**src/rtl/pw_trigger_seq.sv**
```systemverilog
// rtl/pw_trigger_seq.sv - multi-pulse trigger sequencer fired by a pattern-match strobe
// Optional saturating miss counter output O_miss_count when PW_TRIGGER_MISS_COUNT_EN is defined.
module pw_trigger_seq #(
  parameter int pNUM_PULSES          = 4,
  parameter int pTRIGGER_DELAY_WIDTH = 20,
  parameter int pTRIGGER_WIDTH_WIDTH = 17
) (
  input  logic                                          fe_clk,
  input  logic                                          reset_n,
  input  logic                                          I_arm,
  input  logic                                          I_match,
  input  logic [4:0]                                    I_num_pulses,
  input  logic [pNUM_PULSES*pTRIGGER_DELAY_WIDTH-1:0]   I_delays,
  input  logic [pNUM_PULSES*pTRIGGER_WIDTH_WIDTH-1:0]   I_widths,
  output logic                                          O_trigger,
  output logic                                          O_busy,
  output logic [3:0]                                    O_pulse_index,
  output logic                                          O_missed
`ifdef PW_TRIGGER_MISS_COUNT_EN
  ,
  output logic [7:0]                                    O_miss_count
`endif
);

  localparam int DW = pTRIGGER_DELAY_WIDTH;
  localparam int WW = pTRIGGER_WIDTH_WIDTH;
  localparam logic [4:0] MAX_N = 5'(pNUM_PULSES);

  typedef enum logic [1:0] {IDLE, DELAY, PULSE} state_t;

  state_t                     state;
  logic [pNUM_PULSES*DW-1:0]  delays_q;
  logic [pNUM_PULSES*WW-1:0]  widths_q;
  logic [3:0]                 last_idx;
  logic [DW-1:0]              dly_cnt;
  logic [WW-1:0]              wid_cnt;
  logic [4:0]                 n_eff;
  logic [WW-1:0]              cur_width;
  logic [DW-1:0]              next_delay;
  logic                       accept;

  assign O_busy = (state != IDLE);
  assign accept = (state == IDLE) && I_arm && I_match;

  // Out-of-range pulse counts are clamped to the usable range 1..pNUM_PULSES.
  always_comb begin
    if (I_num_pulses == 5'd0)
      n_eff = 5'd1;
    else if (I_num_pulses > MAX_N)
      n_eff = MAX_N;
    else
      n_eff = I_num_pulses;
  end

  always_comb begin
    cur_width  = widths_q[WW-1:0];
    next_delay = delays_q[DW-1:0];
    for (int i = 0; i < pNUM_PULSES; i++) begin
      if (O_pulse_index == 4'(i))
        cur_width = widths_q[i*WW +: WW];
      if (O_pulse_index + 4'd1 == 4'(i))
        next_delay = delays_q[i*DW +: DW];
    end
  end

  always_ff @(posedge fe_clk or negedge reset_n) begin
    if (!reset_n) begin
      state         <= IDLE;
      O_trigger     <= 1'b0;
      O_pulse_index <= 4'd0;
      O_missed      <= 1'b0;
      delays_q      <= '0;
      widths_q      <= '0;
      last_idx      <= 4'd0;
      dly_cnt       <= '0;
      wid_cnt       <= '0;
    end else begin
      O_missed <= 1'b0;
      case (state)
        IDLE: begin
          if (accept) begin
            state         <= DELAY;
            delays_q      <= I_delays;
            widths_q      <= I_widths;
            last_idx      <= 4'(n_eff - 5'd1);
            dly_cnt       <= I_delays[DW-1:0];
            O_pulse_index <= 4'd0;
          end
        end
        default: begin
          if (I_match)
            O_missed <= 1'b1;
          if (!I_arm) begin
            state         <= IDLE;
            O_trigger     <= 1'b0;
            O_pulse_index <= 4'd0;
            dly_cnt       <= '0;
            wid_cnt       <= '0;
          end else if (state == DELAY) begin
            if (dly_cnt == '0) begin
              state     <= PULSE;
              O_trigger <= 1'b1;
              wid_cnt   <= (cur_width == '0) ? '0 : cur_width - 1'b1;
            end else begin
              dly_cnt <= dly_cnt - 1'b1;
            end
          end else begin
            if (wid_cnt == '0) begin
              O_trigger <= 1'b0;
              if (O_pulse_index == last_idx) begin
                state         <= IDLE;
                O_pulse_index <= 4'd0;
              end else begin
                // Gap counter is preloaded so the next rise lands max(delay,1) cycles after this fall.
                state         <= DELAY;
                O_pulse_index <= O_pulse_index + 4'd1;
                dly_cnt       <= (next_delay == '0) ? '0 : next_delay - 1'b1;
              end
            end else begin
              wid_cnt <= wid_cnt - 1'b1;
            end
          end
        end
      endcase
    end
  end

`ifdef PW_TRIGGER_MISS_COUNT_EN
  always_ff @(posedge fe_clk or negedge reset_n) begin
    if (!reset_n)
      O_miss_count <= 8'd0;
    else if (accept)
      O_miss_count <= 8'd0;
    else if (O_busy && I_match && O_miss_count != 8'hFF)
      O_miss_count <= O_miss_count + 8'd1;
  end
`endif

endmodule

```
**config.mk**
```make
export PLATFORM = sky130hd
export DESIGN_NAME = pw_trigger_seq
export DESIGN_NICKNAME = d
export VERILOG_FILES = /design/src/rtl/pw_trigger_seq.sv
export SDC_FILE = /design/constraint.sdc
export NUM_CORES = 1
export LEC_CHECK = 0
export BUFFER_PORTS_ARGS = -buffer_cell sky130_fd_sc_hd__buf_2
export CORE_MARGIN = 2
export CORE_UTILIZATION = 42
export CTS_BUF_LIST = sky130_fd_sc_hd__clkbuf_16
export DETAILED_ROUTE_END_ITERATION = 7
export GPL_TIMING_DRIVEN = 0
export MAX_ROUTING_LAYER = met4
export PLACE_DENSITY_LB_ADDON = 0.1
export SYNTH_ARGS = -nofsm -noshare
export SYNTH_HDL_FRONTEND = slang
export SYNTH_SLANG_ARGS = --single-unit
```
**constraint.sdc**
```tcl
create_clock -name fe_clk -period 5 [get_ports fe_clk]
set_clock_uncertainty 0.05 [all_clocks]
set_input_delay 1 -clock fe_clk [delete_from_list [all_inputs] [get_ports fe_clk]]
set_output_delay 1 -clock fe_clk [all_outputs]
set_load 0.01 [all_outputs]
```
==> results of run 1 <==
[registers in the layout, indices dropped and copies added (netlist names)]
register / count
last_idx: 4
delays_q: 80
O_missed: 1
O_trigger: 1
wid_cnt: 17
state: 2
widths_q: 68
O_pulse_index: 4
dly_cnt: 20
[synthesized netlist by cell type, types with 7 or more instances]
master	number	area share [%]
o22ai_1	10	0.54
xnor2_1	23	1.7
clkbuf_1	62	2.0
nand2b_1	16	0.87
dfrtp_1	197	43
and2_1	10	0.54
a32oi_1	8	0.61
a31oi_1	25	1.4
nand2_1	542	18
a311oi_1	8	0.61
a2bb2oi_1	9	0.68
nand3_1	25	1.1
o31ai_1	13	0.85
ha_1	13	1.4
o211ai_1	17	1.1
buf_2	20	0.87
nor3_1	30	1.3
a21oi_1	53	2.3
and3_1	7	0.38
nor4_1	11	0.60
nor2_1	96	3.1
xor2_1	19	1.4
nor2b_1	18	0.98
o21ai_0	61	2.6
o221ai_1	16	1.2
inv_1	23	0.75
a211oi_1	8	0.52
[critical path: cells and delay by family, from the launching register on]
family / cells / cell delay, ns
AOI/OAI and AO/OA: 6 / 1.25
and+or+nand+nor: 7 / 1.15
buffers and inverters: 6 / 1.13
adders and majority gates: 2 / 0.56
DFF: 1 / 0.44
[per-layer routing]
layer / wire, µm / up-vias / share of wire, %
met4: 609 / 0 / 1.6
met3: 2370 / 37 / 6.1
met2: 16600 / 373 / 43
met1: 18900 / 5378 / 49
li1: - / 5402 / -
met5: 0 / - / 0
[path summary, 6_finish.rpt]
kind,startpoint,end,slack [ns],cells after the start
setup / recovery,O_pulse_index[0],dly_cnt[18],0.25,21
hold reg to reg,widths_q[56],widths_q[56],0.43,2
max in group asynchronous,reset_n,widths_q[65],3.41,2
setup reg to reg,O_pulse_index[0],dly_cnt[18],0.25,21
min in group asynchronous,reset_n,delays_q[55],0.51,1
hold / removal,widths_q[56],widths_q[56],0.43,2
[cell type report]
class	count	area, µm²
Clock inverter	15	166
Inverter	24	90.1
Clock buffer	17	425
Tap cell	341	427
Fill cell	2706	13500
Timing Repair Buffer	167	878
Multi-Input combinational cell	1160	6120
Sequential cell	197	4930
Buffer	92	410
[kinds of logic (layout without fill, tap and decap cells)]
kind of cell               after synthesis  count (layout)  synth area share, %
muxes                                    6               6                0.543
adders and majority gates               13              13                 1.41
xor gates and xnor gates                42              42                 3.19
and+or+nand+nor                        815             815                 31.2
AOI/OAI and AO/OA                      284             284                 16.7
buffers and inverters                  116             315                 4.22
DFF                                    197             197                 42.8
[report_power, final]
part	internal [µW]	leakage, µW	total, µW	switching, µW
Clock	714	0.000292	1430	714
Combinational	1040	0.00368	2710	1670
Sequential	2250	0.00249	2870	624
[timing repair]
action                     in CTS  in global routing
gates resized for setup         2                 11
hold buffers                    0                  0
gates cloned                    0                  0
pin swaps                       1                  2
setup endpoints to repair      17                 19
buffers inserted                2                  2
[per-stage QoR]
| stage | TNS, ns | instance area [µm²] |
|---|---|---|
| 6_report | 0 | 13400 |
| 5_1_grt | -0.00960 | 13400 |
| 4_1_cts | 0 | 13400 |
| 3_5_place_dp | -3.69 | 12800 |
| 3_3_place_gp | -119.34 | 12800 |
| 2_1_floorplan | 0 | 11500 |
[cell usage in the layout (no fill, tap or decap), drive strengths merged, types with 8 or more instances in the layout]
| cell | n |
|---|---|
| xnor2 | 23 |
| a211oi | 8 |
| nor4 | 14 |
| a21oi | 54 |
| a311oi | 9 |
| a2bb2oi | 9 |
| nand2b | 16 |
| nand2 | 542 |
| and2 | 11 |
| o31ai | 14 |
| a32oi | 8 |
| xor2 | 19 |
| ha | 13 |
| nand3 | 26 |
| o221ai | 16 |
| inv | 30 |
| nor2 | 97 |
| a31oi | 26 |
| dfrtp | 197 |
| clkinv | 8 |
| o21ai | 67 |
| buf | 194 |
| nor2b | 18 |
| clkbuf | 82 |
| o22ai | 10 |
| and3 | 8 |
| o211ai | 17 |
| nor3 | 32 |
==> impl_metrics.yaml, run 1 <==
outcome:
  outcome: "finished, final reports clean"
power_and_ir_drop:
  ir_drop_mv: 0.224
  p_per_area_nw_per_um2: 522
  power.leakage_uw: 0.00646
  power_uw: 7010
clocking:
  cts_max_path_buffers: 2
  htree_levels: 4
  cts_tree: "yes"
  cts-root-buf: "clkbuf_16"
  cts.sinks: 197
  clkTransAtPathRegs_ns: 0.08
  cts_buffers: 17
  clock_latency_ns: 0.45
timing:
  max_freq_mhz: 211
  worst_hold_slack_ns: 0.429
  finalSetupViolCount: 0
  hold_viol_final: 0
  finalCriticalPeriod_ns: 4.75
  maxSlewViolCount: 0
  maxSlewHeadroom_pct: 20.1
  worst_slew_pin_slew_ns: 1.19
  fin_crit_sh_pct: 95.0
  setup_slack_ns: 0.250
setup_path:
  critical_path.max_fanout: 10
  critPathMaxStageDelay_ns: 0.44
  worst_path_max_delay_cell: "dfrtp_1"
  crit_chain: "clkbuf_2 -> inv_1 -> ha_1 -> clkbuf_2 -> a32o_1 -> clkbuf_2 -> clkbuf_4 -> nor2_1 -> nor2_1 -> o22ai_1 -> nand2_1 -> o221ai_1 -> ha_1 -> inv_1 -> a2111oi_1 -> a211oi_1 -> nor4_1 -> nand4_1 -> and2_1 -> nand3_2 -> o221ai_1"
  critPathArrivalTime_ns: 5.01
  crit_type: "flip-flop to flip-flop"
  crit_path_start_kind: "flip-flop"
  required_ns: 5.26
  end_kind: "flip-flop"
  cp_common_cell: "clkbuf_2"
placement:
  pre_cts_ws_ns: -0.365
  placed_cells: 1977
  io_buffers: 162
  hpwlAfterDp_um: 29200
  routabilityCongestion: 0.961
floorplanning:
  start_util_pct: 42.8
  fp.dieW_um: 170
  fp.dieH_um: 170
  num_rows: 60
  io_pins: 164
  die-area_um2: 28800
  coreArea_um2: 27000
route:
  vias: 11200
  ant_nets: 0
  routedWlPerCell_um: 19.2
  via_per_inst: 5.56
  drt_iter0_markers: 945
  first_pass_iters: 5
  remaining_drc_errors: 0
  finalWirelength_um: 38600
logic_synthesis:
  synth_edf_count: 0
  avgSynthCellArea_um2: 7.83
  syn_inst: 1473
  netlist_area_um2: 11500
  synth_nets: 1643
  synth_flop_cell: "dfrtp_1"
  ys_seq_area_share_pct: 42.8
  synth.ff_latch_count: 197
  ys_types: 88
  yosysWarnings: 0
  synthArstFlopShare_pct: 100
global_routing:
  grt_usage_pct: 27.8
  grt_max_degree: 102
  gr-total-overflow: 0
  grt_pass1_vias: 10600
  grt_pass1_wl_um: 60200
  grt_use_met1_pct: 40.6
  use_met2_pct: 41.2
  grt-busiest-layer: "met2"
  use_met3_pct: 3.94
  antenna_found_initial: 0
finish:
  nets: 1829
  final_cells: 2013
  drive_gt1_share_pct: 15.5
  areaGrowthSynthToFinish_pct: 16.6
  diodes: 0
  post-route-util_pct: 49.9
min_path:
  hp-class: "flip-flop to flip-flop"
job:
  maxCapViolations: 0
Power figures use the tool's default switching activity.
==> inputs of run 2 (changes only) <==
Settings changed: CORE_MARGIN 2 to not set, CORE_UTILIZATION 42 to 35, RECOVER_POWER set to 100.
==> run 2 against run 1 <==
The run now ends with max-capacitance violations, max-slew violations left. Final area rose by 0.77%. Highest routed layer unchanged. Non-clock buffer count rose by 1. Worst hold slack improved by 0.00061 ns. Die area rose by 17%. Worst setup slack improved by 0.082 ns. Power rose by 0.43%. Clock power barely moved. Fmax rose by 1.7%. Largest cell class unchanged.
==> impl_metrics.yaml, run 2 (synthesized netlist as in run 1, its figures left out) <==
floorplanning:
  fp.dieW_um: 184
  die-area_um2: 33700
  num_rows: 66
  coreArea_um2: 32500
  io_pins: 164
  fp.dieH_um: 184
  start_util_pct: 35.5
setup_path:
  required_ns: 5.31
  critPathTopFamily: "simple AND/OR/NAND/NOR gates"
  regToRegSetupSlack_ns: 0.33
  end_kind: "flip-flop"
  cp_common_cell: "clkbuf_1"
  worst_path_max_delay_cell: "nor4b_1"
  crit_type: "flip-flop to flip-flop"
  crit_chain: "inv_1 -> ha_1 -> nor4b_1 -> nand4_2 -> or4b_1 -> clkbuf_1 -> and3_1 -> clkbuf_2 -> nor3_4 -> clkbuf_1 -> nand3_1 -> o21ai_0"
  crit_path_start_kind: "flip-flop"
  critPathMaxStageDelay_ns: 0.77
  path_buf_inv: 4
  critPathArrivalTime_ns: 4.98
  critical_path.max_fanout: 10
outcome:
  violations: "max-capacitance violations, max-slew violations"
  outcome: "complete, but fails checks"
timing:
  finalCriticalPeriod_ns: 4.67
  worst_slew_pin_slew_ns: 2.59
  hold_viol_final: 0
  maxSlewHeadroom_pct: -72.7
  max_freq_mhz: 214
  maxSlewViolCount: 43
  finalSetupViolCount: 0
  fin_crit_sh_pct: 93.4
  rsz0062_at_grt: "no"
global_routing:
  gr-total-overflow: 0
  grt_pass1_vias: 10700
  antenna_found_initial: 1
  grt_max_degree: 85
  grt_pass1_wl_um: 63000
  grt_usage_pct: 25.6
finish:
  post-route-util_pct: 41.7
  multi_input_area_um2: 6100
  areaGrowthSynthToFinish_pct: 17.5
  final_area_um2: 13500
  reg_top3: "delays_q x80, widths_q x68, dly_cnt x20"
  largest_register_ffs: 80
  fill_cells: 3424
  ff_latch_area_um2: 4930
  diodes: 0
  nets: 1830
  final_common_cell: "nand2_1"
  mostFrequentLayoutCells: "nand2_1 (542), dfrtp_1 (195), buf_2 (176), nor2_1 (96), clkbuf_1 (69)"
  drive_gt1_share_pct: 15.2
  top_register: "delays_q"
placement:
  io_buffers: 162
  dpl_cell_area_um2: 13000
  hpwlAfterDp_um: 31300
  routabilityCongestion: 0.938
route:
  remaining_drc_errors: 0
  first_pass_iters: 6
  routedWlPerCell_um: 19.2
  via_per_inst: 5.29
  drt_iter0_markers: 930
  ant_nets: 0
  vias: 11200
  finalWirelength_um: 40500
clocking:
  htree_levels: 4
  clkTransAtPathRegs_ns: 0.08
  cts_tree: "yes"
  cts-root-buf: "clkbuf_16"
  hold_buffers: 0
  cts_buffers: 17
  clock_latency_ns: 0.47
  cts_max_path_buffers: 2
  cts.sinks: 197
power_and_ir_drop:
  power.leakage_uw: 0.00642
  p_per_area_nw_per_um2: 520
  power_uw: 7040
  ir_drop_mv: 0.294
min_path:
  hp-class: "flip-flop to flip-flop"
job:
  maxCapViolations: 1
run 2: worst min-delay path: stages (launching register included):
cell     delay [ns]
dfrtp_1        0.35
nand2_1        0.05
nand2_1        0.05
run 2: metrics by stage:
| step | setup WS [ns] | TNS, ns | std cells | hold WS [ns] |
|---|---|---|---|---|
| 2_1_floorplan | 0.895 | 0 | 1473 | 0.387 |
| 3_3_place_gp | -0.728 | -143.54 | 2077 | 0.411 |
| 3_5_place_dp | -0.427 | -4.47 | 2079 | 0.413 |
| 4_1_cts | 0.0554 | 0 | 2112 | 0.355 |
| 5_1_grt | 0.0178 | 0 | 2115 | 0.450 |
| 6_report | 0.332 | 0 | 2115 | 0.430 |
run 2: cell type report:
class	count	area share, %
multi-input combinational	1160	45.1
sequential	197	36.4
timing repair buffer	168	6.41
tap	442	4.08
clock buffer	17	3.14
buffer	92	2.90
clock inverter	15	1.34
inverter	24	0.665
run 2: power breakdown:
group	leakage [µW]	total (µW)	internal (µW)	switching [µW]
registers	0.00248	2880	2250	635
logic	0.00364	2740	1040	1700
clock network	0.000287	1420	676	745
total	0.00642	7040	3960	3080
run 2: path summary, 6_finish.rpt:
| kind | endpoint | depth (start not counted) | from |
|---|---|---|---|
| max | O_pulse_index[0] | 12 | wid_cnt[0] |
| min | widths_q[21] | 2 | widths_q[21] |
| max reg2reg | O_pulse_index[0] | 12 | wid_cnt[0] |
| min reg2reg | widths_q[21] | 2 | widths_q[21] |
| max in group asynchronous | O_pulse_index[1] | 3 | reset_n |
| min in group asynchronous | dly_cnt[2] | 1 | reset_n |
run 2: timing repair:
action	4_1_cts	5_1_grt
pin swaps	1	4
endpoints found under the setup margin	19	19
resized for setup	2	17
setup buffers	1	3
gates cloned	0	0
run 2: metal layers:
| metal | up-vias | wire (µm) | global-route usage [%] |
|---|---|---|---|
| li1 | 5408 | - | - |
| met1 | 5394 | 20500 | 37.6 |
| met2 | 353 | 17200 | 36.3 |
| met3 | 39 | 2210 | 3.57 |
| met4 | 0 | 699 | 7.33 |
| met5 | - | 0 | - |
==> inputs of run 3 (changes only) <==
Settings changed: GPL_TIMING_DRIVEN 0 to not set.
==> run 3 against run 2 <==
The flow still finishes with violations (max-capacitance violations, max-slew violations). Non-clock buffer count is 74 lower. Combinational power is 5% lower. Power is 1.5% lower. Critical path depth is 2 lower. Sequential share of layout area is 0.69 points higher. Routed wire length is 9.3% lower. Highest routed layer unchanged.
==> impl_metrics.yaml, run 3 (synthesized netlist as in run 1, its figures left out) <==
outcome:
  outcome: "complete, but fails checks"
  violations: "max-capacitance violations, max-slew violations"
clocking:
  cts-root-buf: "clkbuf_16"
  clkTransAtPathRegs_ns: 0.08
  htree_levels: 4
  cts_tree: "yes"
  cts_resized: 0
  clock_latency_ns: 0.45
  hold_buffers: 0
  cts.sinks: 197
  cts_max_path_buffers: 2
  cts_buffers: 17
  postCtsSetupBuffers: 0
placement:
  routabilityCongestion: 0.891
  hpwlAfterDp_um: 26800
  pre_cts_ws_ns: 0.755
  io_buffers: 163
floorplanning:
  fp.dieW_um: 184
  num_rows: 66
  fp.dieH_um: 184
  start_util_pct: 35.5
  die-area_um2: 33700
  coreArea_um2: 32500
  io_pins: 164
setup_path:
  crit_path_start_kind: "flip-flop"
  critPathArrivalTime_ns: 4.80
  end_kind: "flip-flop"
  worst_path_max_delay_cell: "nor4b_1"
  crit_chain: "inv_1 -> ha_1 -> nor4b_1 -> nand4_2 -> or4b_1 -> and3_4 -> nor3_4 -> and2_1 -> nand3_1 -> o21ai_1"
  critical_path.max_fanout: 14
  critPathMaxStageDelay_ns: 0.80
  required_ns: 5.31
  crit_type: "flip-flop to flip-flop"
route:
  first_pass_iters: 5
  drt_iter0_markers: 795
  via_per_inst: 5.27
  vias: 10800
  finalWirelength_um: 36700
  remaining_drc_errors: 0
  routedWlPerCell_um: 18.0
  ant_nets: 0
min_path:
  hp-class: "flip-flop to flip-flop"
timing:
  finalCriticalPeriod_ns: 4.49
  maxSlewHeadroom_pct: -77.8
  rsz0062_at_grt: "no"
  setup_tns_ns: 0
  fin_crit_sh_pct: 89.9
  setup_slack_ns: 0.506
  worst_slew_pin_slew_ns: 2.67
  maxSlewViolCount: 248
  finalSetupViolCount: 0
  max_freq_mhz: 223
  hold_viol_final: 0
finish:
  areaGrowthSynthToFinish_pct: 15.2
  top_register: "delays_q"
  largest_register_ffs: 80
  diodes: 0
  nets: 1756
  drive_gt1_share_pct: 14.9
  final_common_cell: "nand2_1"
  mostFrequentLayoutCells: "nand2_1 (542), dfrtp_1 (197), buf_2 (156), nor2_1 (96), o21ai_0 (63)"
  reg_top3: "delays_q x80, widths_q x68, dly_cnt x20"
power_and_ir_drop:
  power.leakage_uw: 0.00630
  p_per_area_nw_per_um2: 522
  ir_drop_mv: 0.262
global_routing:
  grt_usage_pct: 23.1
  grt_pass1_vias: 10300
  gr-total-overflow: 0
  grt_max_degree: 96
  grt_pass1_wl_um: 58700
  antenna_found_initial: 0
job:
  maxCapViolations: 3
## run 3: worst paths after layout
kind | start | endpoint | slack, ns | cells past startpoint
worst min register to register | delays_q[49] | delays_q[49] | 0.43 | 2
worst max-delay path | wid_cnt[0] | dly_cnt[6] | 0.51 | 10
min in group asynchronous | reset_n | delays_q[5] | 1.30 | 1
max in group asynchronous | reset_n | dly_cnt[10] | 1.60 | 2
worst max register to register | wid_cnt[0] | dly_cnt[6] | 0.51 | 10
worst min-delay path | delays_q[49] | delays_q[49] | 0.43 | 2
## run 3: metal layers
| metal | part of all wire [%] | vias up | GRT usage [%] |
|---|---|---|---|
| li1 | - | 5262 | - |
| met1 | 51 | 5151 | 34.5 |
| met2 | 42 | 334 | 32.7 |
| met3 | 5.6 | 18 | 3.57 |
| met4 | 1.1 | 0 | 4.97 |
| met5 | 0 | - | - |
## run 3: through the flow
step	utilization (%)	hold slack (ns)	cells	cell area [µm²]	total power (µW)
6_report	40.9	0.429	2041	13300	6930
3_5_place_dp	39.2	0.407	2009	12700	5490
4_1_cts	41.1	0.428	2041	13400	6970
5_1_grt	40.9	0.448	2041	13300	7450
2_1_floorplan	-	0.387	1473	11500	4560
3_3_place_gp	39.2	0.409	2009	12700	5470
## run 3: cell type report
class,count,area [µm²]
Fill cell,3421,19200
Multi-Input combinational cell,1160,6110
Sequential cell,197,4930
Timing Repair Buffer,186,982
Tap cell,442,553
Clock buffer,17,425
Clock inverter,15,200
Inverter,24,90.1
## run 3: power breakdown
part	leakage, µW	switching, µW	internal (µW)
Sequential	0.00249	629	2250
Combinational	0.00351	1600	1010
Clock	0.000302	760	691
Total	0.00630	2990	3950
## run 3: critical path: cells and delay by family (launching register included)
kind,cells,cell delay (ns)
AND/OR/NAND/NOR,7,3.39
adder cells (fa/ha/maj),1,0.20
AO/OA/AOI/OAI,1,0.26
flip-flops,1,0.41
buffers and inverters,1,0.08
